<file path="config.mk">
export PLATFORM = sky130hd
export DESIGN_NAME = id_stage_pipelined_flat
export DESIGN_NICKNAME = d
export VERILOG_FILES = /design/src/rtl/arm_pkg.sv /design/src/rtl/id_stage_pipelined_if.sv /design/src/rtl/id_register_file.sv /design/src/rtl/id_stage_pipelined.sv /design/src/flat_wrapper.sv
export SDC_FILE = /design/constraint.sdc
export NUM_CORES = 1
export LEC_CHECK = 0
export CAP_MARGIN = 20
export CORE_ASPECT_RATIO = 0.75
export CORE_MARGIN = 5
export CORE_UTILIZATION = 43
export DETAILED_ROUTE_END_ITERATION = 6
export PLACE_DENSITY_LB_ADDON = 0.3
export SLEW_MARGIN = 20
export SYNTH_ARGS = -nofsm -noshare
export SYNTH_HDL_FRONTEND = slang
export SYNTH_SLANG_ARGS = --single-unit
</file>
<file path="constraint.sdc">
create_clock -name clk -period 5 [get_ports clk]
set_input_delay 1.25 -clock clk [delete_from_list [all_inputs] [get_ports clk]]
set_output_delay 1.25 -clock clk [all_outputs]
set_load 0.01 [all_outputs]
</file>
<file path="src/rtl/arm_pkg.sv">
// Shared ARM pipeline definitions: instruction field widths, mode codes,
// data-processing opcodes, EX-stage command codes and condition codes.
// Helpers:
//   exec_of_opcode : data-processing opcode -> EX command
//   cond_pass      : ARM condition code evaluated against {N,Z,C,V}
package arm_pkg;

  localparam int INSTR_W = 32;
  localparam int SHIFT_W = 12;
  localparam int IMM24_W = 24;
  localparam int EXEC_W  = 4;
  localparam int SR_W    = 4;

  localparam logic [1:0] MODE_DP  = 2'b00;
  localparam logic [1:0] MODE_MEM = 2'b01;
  localparam logic [1:0] MODE_BR  = 2'b10;

  localparam logic [3:0] OP_AND = 4'b0000;
  localparam logic [3:0] OP_EOR = 4'b0001;
  localparam logic [3:0] OP_SUB = 4'b0010;
  localparam logic [3:0] OP_ADD = 4'b0100;
  localparam logic [3:0] OP_ADC = 4'b0101;
  localparam logic [3:0] OP_SBC = 4'b0110;
  localparam logic [3:0] OP_TST = 4'b1000;
  localparam logic [3:0] OP_CMP = 4'b1010;
  localparam logic [3:0] OP_ORR = 4'b1100;
  localparam logic [3:0] OP_MOV = 4'b1101;
  localparam logic [3:0] OP_MVN = 4'b1111;

  localparam logic [EXEC_W-1:0] EXEC_NOP = 4'b0000;
  localparam logic [EXEC_W-1:0] EXEC_MOV = 4'b0001;
  localparam logic [EXEC_W-1:0] EXEC_ADD = 4'b0010;
  localparam logic [EXEC_W-1:0] EXEC_ADC = 4'b0011;
  localparam logic [EXEC_W-1:0] EXEC_SUB = 4'b0100;
  localparam logic [EXEC_W-1:0] EXEC_SBC = 4'b0101;
  localparam logic [EXEC_W-1:0] EXEC_AND = 4'b0110;
  localparam logic [EXEC_W-1:0] EXEC_ORR = 4'b0111;
  localparam logic [EXEC_W-1:0] EXEC_EOR = 4'b1000;
  localparam logic [EXEC_W-1:0] EXEC_MVN = 4'b1001;
  localparam logic [EXEC_W-1:0] EXEC_CMP = 4'b0100;
  localparam logic [EXEC_W-1:0] EXEC_TST = 4'b0110;

  localparam logic [3:0] COND_EQ = 4'b0000;
  localparam logic [3:0] COND_NE = 4'b0001;
  localparam logic [3:0] COND_CS = 4'b0010;
  localparam logic [3:0] COND_CC = 4'b0011;
  localparam logic [3:0] COND_MI = 4'b0100;
  localparam logic [3:0] COND_PL = 4'b0101;
  localparam logic [3:0] COND_VS = 4'b0110;
  localparam logic [3:0] COND_VC = 4'b0111;
  localparam logic [3:0] COND_HI = 4'b1000;
  localparam logic [3:0] COND_LS = 4'b1001;
  localparam logic [3:0] COND_GE = 4'b1010;
  localparam logic [3:0] COND_LT = 4'b1011;
  localparam logic [3:0] COND_GT = 4'b1100;
  localparam logic [3:0] COND_LE = 4'b1101;
  localparam logic [3:0] COND_AL = 4'b1110;
  localparam logic [3:0] COND_NV = 4'b1111;

  // Opcodes without an EX command (RSB, RSC, TEQ, CMN, BIC) map to NOP.
  function automatic logic [EXEC_W-1:0] exec_of_opcode(input logic [3:0] opcode);
    logic [EXEC_W-1:0] cmd;
    case (opcode)
      OP_MOV:  cmd = EXEC_MOV;
      OP_MVN:  cmd = EXEC_MVN;
      OP_ADD:  cmd = EXEC_ADD;
      OP_ADC:  cmd = EXEC_ADC;
      OP_SUB:  cmd = EXEC_SUB;
      OP_SBC:  cmd = EXEC_SBC;
      OP_AND:  cmd = EXEC_AND;
      OP_ORR:  cmd = EXEC_ORR;
      OP_EOR:  cmd = EXEC_EOR;
      OP_CMP:  cmd = EXEC_CMP;
      OP_TST:  cmd = EXEC_TST;
      default: cmd = EXEC_NOP;
    endcase
    return cmd;
  endfunction

  // sr is {N,Z,C,V}; NV never passes.
  function automatic logic cond_pass(input logic [3:0] cond, input logic [SR_W-1:0] sr);
    logic n, z, c, v, ok;
    {n, z, c, v} = sr;
    case (cond)
      COND_EQ: ok = z;
      COND_NE: ok = ~z;
      COND_CS: ok = c;
      COND_CC: ok = ~c;
      COND_MI: ok = n;
      COND_PL: ok = ~n;
      COND_VS: ok = v;
      COND_VC: ok = ~v;
      COND_HI: ok = c & ~z;
      COND_LS: ok = ~c | z;
      COND_GE: ok = (n == v);
      COND_LT: ok = (n != v);
      COND_GT: ok = ~z & (n == v);
      COND_LE: ok = z | (n != v);
      COND_AL: ok = 1'b1;
      default: ok = 1'b0;
    endcase
    return ok;
  endfunction

endpackage

</file>
<file path="src/rtl/id_stage_pipelined_if.sv">
// IF->ID handoff and ID->EX pipeline-register bundle of the decode stage.
//   master : upstream/downstream side (drives instruction, in_valid, ex_ready)
//   slave  : the decode stage (drives id_ready and the ID/EX outputs)
interface id_stage_pipelined_if #(
  parameter int DATA_W = 32,
  parameter int ADDR_W = 32,
  parameter int REG_AW = 4
);
  logic              in_valid;
  logic [ADDR_W-1:0] pc_in;
  logic [31:0]       instruction;
  logic              id_ready;
  logic              ex_ready;

  logic              out_valid;
  logic              wb_en_out;
  logic              mem_r_en;
  logic              mem_w_en;
  logic              b;
  logic              s;
  logic              imm;
  logic              two_src;
  logic [3:0]        exec_cmd;
  logic [DATA_W-1:0] val_r_n;
  logic [DATA_W-1:0] val_r_m;
  logic [REG_AW-1:0] dest;
  logic [REG_AW-1:0] src_1;
  logic [REG_AW-1:0] src_2;
  logic [11:0]       shift_operand;
  logic [23:0]       signed_imm_24;
  logic [ADDR_W-1:0] pc_out;

  modport master (
    output in_valid, pc_in, instruction, ex_ready,
    input  id_ready, out_valid, wb_en_out, mem_r_en, mem_w_en, b, s, imm,
           two_src, exec_cmd, val_r_n, val_r_m, dest, src_1, src_2,
           shift_operand, signed_imm_24, pc_out
  );

  modport slave (
    input  in_valid, pc_in, instruction, ex_ready,
    output id_ready, out_valid, wb_en_out, mem_r_en, mem_w_en, b, s, imm,
           two_src, exec_cmd, val_r_n, val_r_m, dest, src_1, src_2,
           shift_operand, signed_imm_24, pc_out
  );
endinterface

</file>
<file path="src/rtl/id_register_file.sv">
// Architectural register file: one write port, two combinational read ports
// with write-through bypass (a same-cycle write is visible on the read).
//   clk, rst          : clock, asynchronous active-low reset (clears all)
//   we/waddr/wdata    : write port, committed on the rising edge
//   raddr_a/rdata_a   : read port A
//   raddr_b/rdata_b   : read port B
module id_register_file #(
  parameter int DATA_W    = 32,
  parameter int REG_COUNT = 16,
  parameter int AW        = $clog2(REG_COUNT)
) (
  input  logic              clk,
  input  logic              rst,
  input  logic              we,
  input  logic [AW-1:0]     waddr,
  input  logic [DATA_W-1:0] wdata,
  input  logic [AW-1:0]     raddr_a,
  output logic [DATA_W-1:0] rdata_a,
  input  logic [AW-1:0]     raddr_b,
  output logic [DATA_W-1:0] rdata_b
);

  logic [DATA_W-1:0] regs_r [REG_COUNT];

  // Register storage: cleared on reset, written on the rising edge.
  always_ff @(posedge clk or negedge rst) begin
    if (!rst) begin
      for (int i = 0; i < REG_COUNT; i++) regs_r[i] <= '0;
    end else if (we) begin
      regs_r[waddr] <= wdata;
    end
  end

  assign rdata_a = (we && (waddr == raddr_a)) ? wdata : regs_r[raddr_a];
  assign rdata_b = (we && (waddr == raddr_b)) ? wdata : regs_r[raddr_b];

endmodule

</file>
<file path="src/rtl/id_stage_pipelined.sv">
// ARM decode stage: field/control decode, register read with bypass,
// condition check against sr, RAW hazard detection against in-flight
// destinations, and the ID/EX pipeline register (flush > hold > bubble > load).
//   clk, rst        : clock, asynchronous active-low reset
//   bus (slave)     : IF handoff, id_ready, ex_ready and all ID/EX outputs
//   flush           : taken branch, loads a bubble
//   sr              : status flags {N,Z,C,V}
//   wb_en/dest/value: register-file write port
//   haz_en/haz_dest : pending writeback destinations (EX, MEM, ...)
module id_stage_pipelined
  import arm_pkg::*;
#(
  parameter int DATA_W    = 32,
  parameter int ADDR_W    = 32,
  parameter int REG_COUNT = 16,
  parameter int HAZ_PORTS = 2,
  localparam int REG_AW   = $clog2(REG_COUNT)
) (
  input  logic                        clk,
  input  logic                        rst,
  id_stage_pipelined_if.slave         bus,
  input  logic                        flush,
  input  logic [SR_W-1:0]             sr,
  input  logic                        wb_en,
  input  logic [REG_AW-1:0]           wb_dest,
  input  logic [DATA_W-1:0]           wb_value,
  input  logic [HAZ_PORTS-1:0]        haz_en,
  input  logic [HAZ_PORTS*REG_AW-1:0] haz_dest
);

  typedef struct packed {
    logic                out_valid;
    logic                wb_en_out;
    logic                mem_r_en;
    logic                mem_w_en;
    logic                b;
    logic                s;
    logic                imm;
    logic                two_src;
    logic [EXEC_W-1:0]   exec_cmd;
    logic [DATA_W-1:0]   val_r_n;
    logic [DATA_W-1:0]   val_r_m;
    logic [REG_AW-1:0]   dest;
    logic [REG_AW-1:0]   src_1;
    logic [REG_AW-1:0]   src_2;
    logic [SHIFT_W-1:0]  shift_operand;
    logic [IMM24_W-1:0]  signed_imm_24;
    logic [ADDR_W-1:0]   pc_out;
  } idex_t;

  logic [3:0]        cond_s;
  logic [1:0]        mode_s;
  logic              i_bit_s;
  logic [3:0]        opcode_s;
  logic              s_bit_s;
  logic [REG_AW-1:0] rn_s, rd_s, rm_s, src_2_s;
  logic              store_s, two_src_s, cond_ok_s, hazard_s;
  logic [EXEC_W-1:0] exec_cmd_s;
  logic              wb_s, mem_r_s, mem_w_s, b_s, s_s;
  logic [DATA_W-1:0] val_r_n_s, val_r_m_s;
  idex_t             decoded_s, idex_r;

  assign cond_s   = bus.instruction[31:28];
  assign mode_s   = bus.instruction[27:26];
  assign i_bit_s  = bus.instruction[25];
  assign opcode_s = bus.instruction[24:21];
  assign s_bit_s  = bus.instruction[20];
  assign rn_s     = bus.instruction[16 +: REG_AW];
  assign rd_s     = bus.instruction[12 +: REG_AW];
  assign rm_s     = bus.instruction[0 +: REG_AW];

  // A store reads its data register Rd as the second source.
  assign store_s   = (mode_s == MODE_MEM) & ~s_bit_s;
  assign src_2_s   = store_s ? rd_s : rm_s;
  assign two_src_s = ~i_bit_s | store_s;
  assign cond_ok_s = cond_pass(cond_s, sr);

  id_register_file #(
    .DATA_W    (DATA_W),
    .REG_COUNT (REG_COUNT),
    .AW        (REG_AW)
  ) u_rf (
    .clk     (clk),
    .rst     (rst),
    .we      (wb_en),
    .waddr   (wb_dest),
    .wdata   (wb_value),
    .raddr_a (rn_s),
    .rdata_a (val_r_n_s),
    .raddr_b (src_2_s),
    .rdata_b (val_r_m_s)
  );

  // Control decode by instruction class.
  always_comb begin
    exec_cmd_s = EXEC_NOP;
    wb_s       = 1'b0;
    mem_r_s    = 1'b0;
    mem_w_s    = 1'b0;
    b_s        = 1'b0;
    s_s        = 1'b0;
    case (mode_s)
      MODE_DP: begin
        exec_cmd_s = exec_of_opcode(opcode_s);
        wb_s       = ~((opcode_s == OP_CMP) | (opcode_s == OP_TST));
        s_s        = s_bit_s;
      end
      MODE_MEM: begin
        exec_cmd_s = EXEC_ADD;
        mem_r_s    = s_bit_s;
        wb_s       = s_bit_s;
        mem_w_s    = ~s_bit_s;
      end
      MODE_BR: b_s = 1'b1;
      default: exec_cmd_s = EXEC_NOP;
    endcase
  end

  // RAW hazard: any enabled in-flight destination matching a used source.
  always_comb begin
    hazard_s = 1'b0;
    for (int k = 0; k < HAZ_PORTS; k++) begin
      hazard_s = hazard_s | (haz_en[k] &
                 ((haz_dest[k*REG_AW +: REG_AW] == rn_s) |
                  (two_src_s & (haz_dest[k*REG_AW +: REG_AW] == src_2_s))));
    end
    hazard_s = hazard_s & bus.in_valid & (mode_s != MODE_BR);
  end

  // Assemble the decoded instruction; a failed condition issues as a no-effect op.
  always_comb begin
    decoded_s               = '0;
    decoded_s.out_valid     = 1'b1;
    decoded_s.wb_en_out     = wb_s & cond_ok_s;
    decoded_s.mem_r_en      = mem_r_s & cond_ok_s;
    decoded_s.mem_w_en      = mem_w_s & cond_ok_s;
    decoded_s.b             = b_s & cond_ok_s;
    decoded_s.s             = s_s & cond_ok_s;
    decoded_s.imm           = i_bit_s;
    decoded_s.two_src       = two_src_s;
    decoded_s.exec_cmd      = exec_cmd_s;
    decoded_s.val_r_n       = val_r_n_s;
    decoded_s.val_r_m       = val_r_m_s;
    decoded_s.dest          = rd_s;
    decoded_s.src_1         = rn_s;
    decoded_s.src_2         = src_2_s;
    decoded_s.shift_operand = bus.instruction[SHIFT_W-1:0];
    decoded_s.signed_imm_24 = bus.instruction[IMM24_W-1:0];
    decoded_s.pc_out        = bus.pc_in;
  end

  assign bus.id_ready = flush | (bus.ex_ready & ~hazard_s);

  // ID/EX pipeline register: flush, then hold, then bubble, then load.
  always_ff @(posedge clk or negedge rst) begin
    if (!rst) begin
      idex_r <= '0;
    end else if (flush) begin
      idex_r <= '0;
    end else if (!bus.ex_ready) begin
      idex_r <= idex_r;
    end else if (hazard_s || !bus.in_valid) begin
      idex_r <= '0;
    end else begin
      idex_r <= decoded_s;
    end
  end

  assign bus.out_valid     = idex_r.out_valid;
  assign bus.wb_en_out     = idex_r.wb_en_out;
  assign bus.mem_r_en      = idex_r.mem_r_en;
  assign bus.mem_w_en      = idex_r.mem_w_en;
  assign bus.b             = idex_r.b;
  assign bus.s             = idex_r.s;
  assign bus.imm           = idex_r.imm;
  assign bus.two_src       = idex_r.two_src;
  assign bus.exec_cmd      = idex_r.exec_cmd;
  assign bus.val_r_n       = idex_r.val_r_n;
  assign bus.val_r_m       = idex_r.val_r_m;
  assign bus.dest          = idex_r.dest;
  assign bus.src_1         = idex_r.src_1;
  assign bus.src_2         = idex_r.src_2;
  assign bus.shift_operand = idex_r.shift_operand;
  assign bus.signed_imm_24 = idex_r.signed_imm_24;
  assign bus.pc_out        = idex_r.pc_out;

endmodule

</file>
<file path="src/flat_wrapper.sv">
// flat-port wrapper written by rule: the top's interface ports become plain ports
module id_stage_pipelined_flat import arm_pkg::*;
#(
  parameter int DATA_W    = 32,
  parameter int ADDR_W    = 32,
  parameter int REG_COUNT = 16,
  parameter int HAZ_PORTS = 2,
  localparam int REG_AW   = $clog2(REG_COUNT)
)
  (clk, rst, flush, sr, wb_en, wb_dest, wb_value, haz_en, haz_dest, bus_in_valid, bus_pc_in, bus_instruction, bus_ex_ready, bus_id_ready, bus_out_valid, bus_wb_en_out, bus_mem_r_en, bus_mem_w_en, bus_b, bus_s, bus_imm, bus_two_src, bus_exec_cmd, bus_val_r_n, bus_val_r_m, bus_dest, bus_src_1, bus_src_2, bus_shift_operand, bus_signed_imm_24, bus_pc_out);
  id_stage_pipelined_if #(.DATA_W(DATA_W), .ADDR_W(ADDR_W), .REG_AW(4)) bus_i ();
  input  logic clk;
  input  logic rst;
  input  logic flush;
  input  logic [SR_W-1:0] sr;
  input  logic wb_en;
  input  logic [REG_AW-1:0] wb_dest;
  input  logic [DATA_W-1:0] wb_value;
  input  logic [HAZ_PORTS-1:0] haz_en;
  input  logic [HAZ_PORTS*REG_AW-1:0] haz_dest;
  input wire logic [$bits(bus_i.in_valid)-1:0] bus_in_valid;
  input wire logic [$bits(bus_i.pc_in)-1:0] bus_pc_in;
  input wire logic [$bits(bus_i.instruction)-1:0] bus_instruction;
  input wire logic [$bits(bus_i.ex_ready)-1:0] bus_ex_ready;
  output wire logic [$bits(bus_i.id_ready)-1:0] bus_id_ready;
  output wire logic [$bits(bus_i.out_valid)-1:0] bus_out_valid;
  output wire logic [$bits(bus_i.wb_en_out)-1:0] bus_wb_en_out;
  output wire logic [$bits(bus_i.mem_r_en)-1:0] bus_mem_r_en;
  output wire logic [$bits(bus_i.mem_w_en)-1:0] bus_mem_w_en;
  output wire logic [$bits(bus_i.b)-1:0] bus_b;
  output wire logic [$bits(bus_i.s)-1:0] bus_s;
  output wire logic [$bits(bus_i.imm)-1:0] bus_imm;
  output wire logic [$bits(bus_i.two_src)-1:0] bus_two_src;
  output wire logic [$bits(bus_i.exec_cmd)-1:0] bus_exec_cmd;
  output wire logic [$bits(bus_i.val_r_n)-1:0] bus_val_r_n;
  output wire logic [$bits(bus_i.val_r_m)-1:0] bus_val_r_m;
  output wire logic [$bits(bus_i.dest)-1:0] bus_dest;
  output wire logic [$bits(bus_i.src_1)-1:0] bus_src_1;
  output wire logic [$bits(bus_i.src_2)-1:0] bus_src_2;
  output wire logic [$bits(bus_i.shift_operand)-1:0] bus_shift_operand;
  output wire logic [$bits(bus_i.signed_imm_24)-1:0] bus_signed_imm_24;
  output wire logic [$bits(bus_i.pc_out)-1:0] bus_pc_out;
  assign bus_i.in_valid = bus_in_valid;
  assign bus_i.pc_in = bus_pc_in;
  assign bus_i.instruction = bus_instruction;
  assign bus_i.ex_ready = bus_ex_ready;
  assign bus_id_ready = bus_i.id_ready;
  assign bus_out_valid = bus_i.out_valid;
  assign bus_wb_en_out = bus_i.wb_en_out;
  assign bus_mem_r_en = bus_i.mem_r_en;
  assign bus_mem_w_en = bus_i.mem_w_en;
  assign bus_b = bus_i.b;
  assign bus_s = bus_i.s;
  assign bus_imm = bus_i.imm;
  assign bus_two_src = bus_i.two_src;
  assign bus_exec_cmd = bus_i.exec_cmd;
  assign bus_val_r_n = bus_i.val_r_n;
  assign bus_val_r_m = bus_i.val_r_m;
  assign bus_dest = bus_i.dest;
  assign bus_src_1 = bus_i.src_1;
  assign bus_src_2 = bus_i.src_2;
  assign bus_shift_operand = bus_i.shift_operand;
  assign bus_signed_imm_24 = bus_i.signed_imm_24;
  assign bus_pc_out = bus_i.pc_out;
  id_stage_pipelined #(.DATA_W(DATA_W), .ADDR_W(ADDR_W), .REG_COUNT(REG_COUNT), .HAZ_PORTS(HAZ_PORTS)) u_core (.clk(clk), .rst(rst), .bus(bus_i), .flush(flush), .sr(sr), .wb_en(wb_en), .wb_dest(wb_dest), .wb_value(wb_value), .haz_en(haz_en), .haz_dest(haz_dest));
endmodule
</file>
; ---- Yosys cells after proc, flatten, opt, wreduce, memory -nomap -nowiden
; Memories as Yosys holds them, arrays and structs flattened.
; Index checks and enable logic that the tools add are counted.
; W data, S select, Z words.
[word_totals]
regBits = 668
latchBits = 0
mem_bits_rw = 0
mem_bits_ro = 64
input_bits = 120
out_inout_bits = 157
mem_count = 1
[memory_table]
columns = name, depth, word_bits, read_ports, rd_ports_with_merged_regs, wr, line_no
row1 = (no name shown), 16, 4, 1, 0, 0, arm_pkg.sv:63  ; case (opcode)
[op_classes]
addsub = 0
mul = 0
n_div = 0
order_cmp = 4
n_eq_ne = 27
shift = 0
muxes = 22
bitwise = 34
n_reduce_logical = 8
[ops]
columns = operator, count
row1 = $bwmux W512, 1
row2 = $mux W156, 3
row3 = $bmux W32 S4, 2
row4 = $mux W32, 7
row5 = $demux W32 S4, 1
row6 = $eq A4 B4 Y1 const B, 9
row7 = $eq A4 B4 Y1, 6
row8 = $eq A4 B3 Y1 const B, 4
row9 = $and A1 B1 Y1, 15
row10 = $ge A5 B5 Y1 const B, 3
row11 = $not A4 Y5, 3
row12 = $pmux W1 S15, 1
row13 = $eq A4 B2 Y1 const B, 2
row14 = $not A1 Y1, 8
row15 = $or A1 B1 Y1, 8
row16 = $pmux W4 S2, 1
row17 = $lt A5 B1 Y1 const B, 1
row18 = $eq A4 B1 Y1 const B, 1
row19 = $logic_not A4 Y1, 1
row20 = $mux W1, 4
row21 = $mux W4, 1
row22 = $logic_and A1 B1 Y1, 3
row23 = $eq A2 B1 Y1 const B, 1
row24 = $eq A2 B2 Y1 const B, 1
row25 = 8 further kinds, 8

; ---- Longest topological paths before layout
[depth]
depth_word = 14
ltp_mapped = 12
ltp_nobuf = 7

; ---- Modules after synthesis
; Synthesis repeated with hierarchy kept, for this count alone.
[unflattened]
cells_unflattened = 2192
hier_area_um2 = 33058.0
[modules_own_cells]
columns = mod, instances, cells_each, area_each_um2, seq_area_each_um2
row1 = id_register_file, 1, 1753, 27307.4, 12812.3
row2 = id_stage_pipelined, 1, 439, 5750.5, 3403.3

; ---- Least setup slack after synthesis
; OpenSTA, ideal clock, no wires.
[synth_timing]
path_kind = input to output
startpoint = input bus_instruction[26]
endpoint = output bus_id_ready
t_arrival_ns = 3.001
required_ns = 3.750
slack_ns = 0.749
path_stages = 8
n_path_buf = 2
cell_sequence = buf_6 -> or3b_1 -> buf_6 -> mux2i_4 -> a221o_2 -> o31ai_4 -> a31oi_4 -> a21o_1
[synth_between]
elab_chain_cells = 13
elab_cells_between_ends = 19
cone_classes = eq/ne: 4 / mux: 1 / bitwise: 14
[synth_rtl]
columns = element, line_no
row1 = start: declaration, flat_wrapper.sv:23  ; input wire logic [$bits(bus_i.instruction)-1:0] bus_instruction;
row2 = $eq A2 B1 Y1, id_stage_pipelined.sv:73  ; assign store_s = (mode_s == MODE_MEM) & ~s_bit_s;
row3 = $and A1 B1 Y1, id_stage_pipelined.sv:73
row4 = $mux W4, id_stage_pipelined.sv:74  ; assign src_2_s = store_s ? rd_s : rm_s;
row5 = $eq A4 B4 Y1, id_stage_pipelined.sv:125  ; (two_src_s & (haz_dest[k*REG_AW +: REG_AW] == src_2_s))));
row6 = $and A1 B1 Y1, id_stage_pipelined.sv:125
row7 = $or A1 B1 Y1, id_stage_pipelined.sv:124  ; ((haz_dest[k*REG_AW +: REG_AW] == rn_s) |
row8 = $and A1 B1 Y1, id_stage_pipelined.sv:123  ; hazard_s = hazard_s | (haz_en[k] &
row9 = $or A1 B1 Y1, id_stage_pipelined.sv:123
row10 = $and A1 B1 Y1, id_stage_pipelined.sv:127  ; hazard_s = hazard_s & bus.in_valid & (mode_s != MODE_BR);
row11 = $and A1 B1 Y1 *, id_stage_pipelined.sv:127
row12 = $not A1 Y1 *, id_stage_pipelined.sv:152  ; assign bus.id_ready = flush | (bus.ex_ready & ~hazard_s);
row13 = $and A1 B1 Y1 *, id_stage_pipelined.sv:152
row14 = $or A1 B1 Y1 *, id_stage_pipelined.sv:152
row15 = end: declaration, flat_wrapper.sv:25  ; output wire logic [$bits(bus_i.id_ready)-1:0] bus_id_ready;
; Mark *: on every way between the ends. The rest lies on a longest branch, timed or not.

; ---- Worst setup path after layout
; Ends and elaborated chain as after synthesis.

==> impl_metrics.env <==
export IMPL_outcome="complete, no violations"
export IMPL_power_density_nw_per_um2=387
export IMPL_placed_instance_area_sq_um=37800
export IMPL_regToRegStartpoint="u_core.u_rf.regs_r[11]"
export IMPL_met2WireLength_um=48800
export IMPL_detailedRoute_firstIterationViolations=2670
export IMPL_stdcell_area_sq_um=40100
export IMPL_worst_slew_pin_transition_ps=1030
export IMPL_tritoncts="yes"
export IMPL_finalSetupViolations=0
export IMPL_dp_cells=3993
export IMPL_fp_coreArea_sq_um=78300
export IMPL_synth_enable_flop_cells=0
export IMPL_final_layout_size_suffix_gt1_frac=0.308
export IMPL_timing_setup_tns_ps=0
export IMPL_crit_path_max_fanout=4
export IMPL_ys_warns=0
export IMPL_skew_ps=21.9
export IMPL_synth_yosys_seq_area_share=0.480
export IMPL_reg2reg_setup_slack_ps=2870
export IMPL_maxSlewHeadroom=0.312
export IMPL_rsz0062_at_grt="no"
export IMPL_netlist_instances=2855
export IMPL_postSynth_asyncResetShare=1.00
export IMPL_worstSetupStartpoint="bus_instruction[26]"
export IMPL_multi_input_area_sq_um=16300
export IMPL_postSynthAreaPerCell_sq_um=11.8
export IMPL_wl_met3_um=8750
export IMPL_cts_sinks=648
export IMPL_syn_to_final_growth_pct=18.5
export IMPL_cp_arrival_ps=3620
export IMPL_num_cts_buffers=69
export IMPL_placement_io_buffers=276
export IMPL_netSwitchingPower_mw=4.41
export IMPL_clk_pin_slew_ps=60
export IMPL_cellLeakagePower_nw=16.5
export IMPL_drc=0
export IMPL_gp_congestion=0.880
export IMPL_start_util=0.432
export IMPL_grt_overflow_total=0
export IMPL_dp_slack_ps=-154
export IMPL_num_fill_cells=6579
export IMPL_worst_slack_ps=126
export IMPL_crit_path_start_kind="input pin"
export IMPL_area_of_the_mapped_netlist_sq_um=33800
export IMPL_finalHoldViolations=0
export IMPL_timing_final_max_slew_violations=0
export IMPL_via_count_of_the_first_global_routing_pass=25900
export IMPL_average_wire_length_per_cell_after_detail_routing_um=25.8
export IMPL_htree_levels=3
export IMPL_clk_root_buffer_cell="clkbuf_16"
export IMPL_instances_no_fill=4116
export IMPL_wire_length_of_the_first_global_routing_pass_um=163000
export IMPL_post_route_min_period_ps=4870
export IMPL_detailedPlacementHpwl_um=61800
export IMPL_worstSkewPairLatency_ps=630
export IMPL_antenna_violating_nets_post_route=0
export IMPL_post_route_period_util=0.975
export IMPL_postSynth_topFlopCell="dfrtp_1"
export IMPL_track_usage=0.247
export IMPL_pwr_share_seq=0.455
export IMPL_drt_pass1_iterations=5
export IMPL_die_height_um=253
export IMPL_min_path_type="register to register"
export IMPL_routed_wl_um=106000
export IMPL_via_count=25400
export IMPL_top_layer="met5"
export IMPL_cp_required_ps=3750
export IMPL_internal_power_mw=11.1
export IMPL_sequential_standard_cell_area_sq_um=16200
export IMPL_p_clk_frac=0.333
export IMPL_detail_route_vias_per_cell=6.17
export IMPL_synth_fp_nets=2980
export IMPL_yosys_register_bits=648
export IMPL_chipWidth_um=334
export IMPL_utilization=0.512
export IMPL_die_area_sq_um=84400
export IMPL_maximum_number_of_pins_on_one_net_before_global_route_repair=138
export IMPL_netSwitchingFraction=0.285
export IMPL_path_class="input pin to primary output"
export IMPL_comb_power_share=0.211
export IMPL_num_nets_final=3144
export IMPL_met1_length_um=44900
export IMPL_hp_start="u_core.bus.val_r_n[30]"
export IMPL_total_power_mw=15.5
export IMPL_design_portCount=277
export IMPL_worstSetupEndpointType="primary output"
export IMPL_grt_antenna_before_repair=7
export IMPL_drv_cap=0
export IMPL_irDropWorstVdd_uv=242
export IMPL_ctsLongestPathBuffers=3
export IMPL_max_clock_freq_mhz=205
export IMPL_yosysUniqueCellTypes=60
export IMPL_placementRows=89
export IMPL_fin_hold_ws_ps=477
cells in the mapped netlist (all sizes together) (2+ instances only):
library cell  number  area (sq um)
xnor2              5          43.8
nand3b             5          37.5
nand2b             9          56.3
and2               3          18.8
nor2              53           199
inv               14          52.6
a21o               3          22.5
o221ai             2          17.5
ha                 5          62.6
dfrtp            648         16200
nor3b              3          22.5
o211ai             4          30.0
mux2             513          5780
nand4             33           206
nand3            137           686
nor4               2          18.8
and3              33           206
buf              130           788
o21ai             54           270
nor2b              4          25.0
o2111ai            3          26.3
o21bai             2          15.0
mux2i             40           429
mux4             160          3600
nor3               2          10.0
o22ai              3          18.8
a32oi             63           552
a22o              51           447
a221oi             2          17.5
or3                7          43.8
o31ai             36           454
a31oi             34           228
nand2            549          2060
xor2              12           105
a211oi             2          15.0
clkbuf           148           558
a21oi             70           354
final cells by class:
type | count | share of cell area
well taps | 1046 | 0.0327
flip-flops and latches | 648 | 0.405
clock inverters | 18 | 0.00440
repair buffers | 371 | 0.0976
clock buffers | 101 | 0.0514
inverters | 14 | 0.00131
multi-input cells | 1915 | 0.408
diodes | 3 | 0.000187
power by group through the flow:
stage               sequential (mW)  combinational (mW)  clock (mW)
finish                         7.05                3.27        5.17
global route                   7.17                3.53        5.46
CTS                            7.02                3.27        5.26
detailed placement             7.11                3.26           0
global placement               7.02                3.15           0
floorplan                      6.88                2.29           0
routing by layer:
layer / vias up / global-route usage
met3: 259 / 0.0523
met4: 8 / 0.0833
met2: 1242 / 0.393
met1: 13200 / 0.342
met5: - / 0
li1: 10700 / -
layout by cell type (no fill, tap or decap), types with 4 or more instances in the layout:
master / n
dfrtp_1: 648
nand2_1: 545
mux2_2: 513
clkdlybuf4s50_1: 270
mux4_2: 160
nand3_1: 136
clkbuf_16: 72
a21oi_1: 69
a32oi_1: 63
buf_4: 60
o21ai_0: 54
a22o_1: 51
nor2_1: 43
mux2i_1: 37
and3_1: 33
o31ai_2: 33
nand4_1: 33
a31oi_1: 33
buf_12: 33
clkbuf_8: 16
inv_1: 14
clkbuf_1: 14
xor2_1: 12
nor2_4: 10
nand2b_1: 9
clkinv_2: 8
xnor2_1: 5
nand3b_1: 5
ha_1: 5
o211ai_1: 4
or3_2: 4
critical path: stages:
cell and delay, ps:
clkdlybuf4s50_1 480, or3b_4 440, mux2i_4 210, a221o_2 420, o31ai_4 230, a31oi_4 120
a21o_1 200, dlygate4sd2_1 280
cell families after synthesis:
logic type	after synthesis	share of synthesized area
and+or+nand+nor	844	0.107
muxes	713	0.290
DFF	648	0.480
AOI/OAI and AO/OA	336	0.0752
buffers and inverters	292	0.0414
xor gates and xnor gates	17	0.00440
adders and majority gates	5	0.00185
final timing paths:
| path | cells past startpoint | end |
|---|---|---|
| setup / recovery | 8 | bus_id_ready |
| hold / removal | 2 | u_core.bus.val_r_n[30] |
| setup reg to reg | 4 | u_core.bus.val_r_n[11] |
| hold reg to reg | 2 | u_core.bus.val_r_n[30] |
| max in group asynchronous | 3 | u_core.u_rf.regs_r[401] |
| min in group asynchronous | 1 | u_core.u_rf.regs_r[480] |
repair_timing:
item                                    in CTS  in global routing
setup buffers                                0                  0
endpoints found under the setup margin       1                  0
gates resized for setup                      2                  0
hold buffers                                 0                  0
sequential cells by signal, indices dropped and copies added, names as in the netlist:
signal                    flops
u_core.bus.mem_w_en           1
u_core.bus.exec_cmd           4
u_core.bus.s                  1
u_core.bus.val_r_m           32
u_core.u_rf.regs_r          512
u_core.bus.mem_r_en           1
u_core.bus.val_r_n           32
u_core.bus.b                  1
u_core.bus.wb_en_out          1
u_core.bus.pc_out            32
u_core.bus.src_2              4
u_core.bus.two_src            1
u_core.bus.imm                1
u_core.bus.signed_imm_24     24
u_core.bus.out_valid          1
No activity file was read; power rests on OpenSTA's default activity.
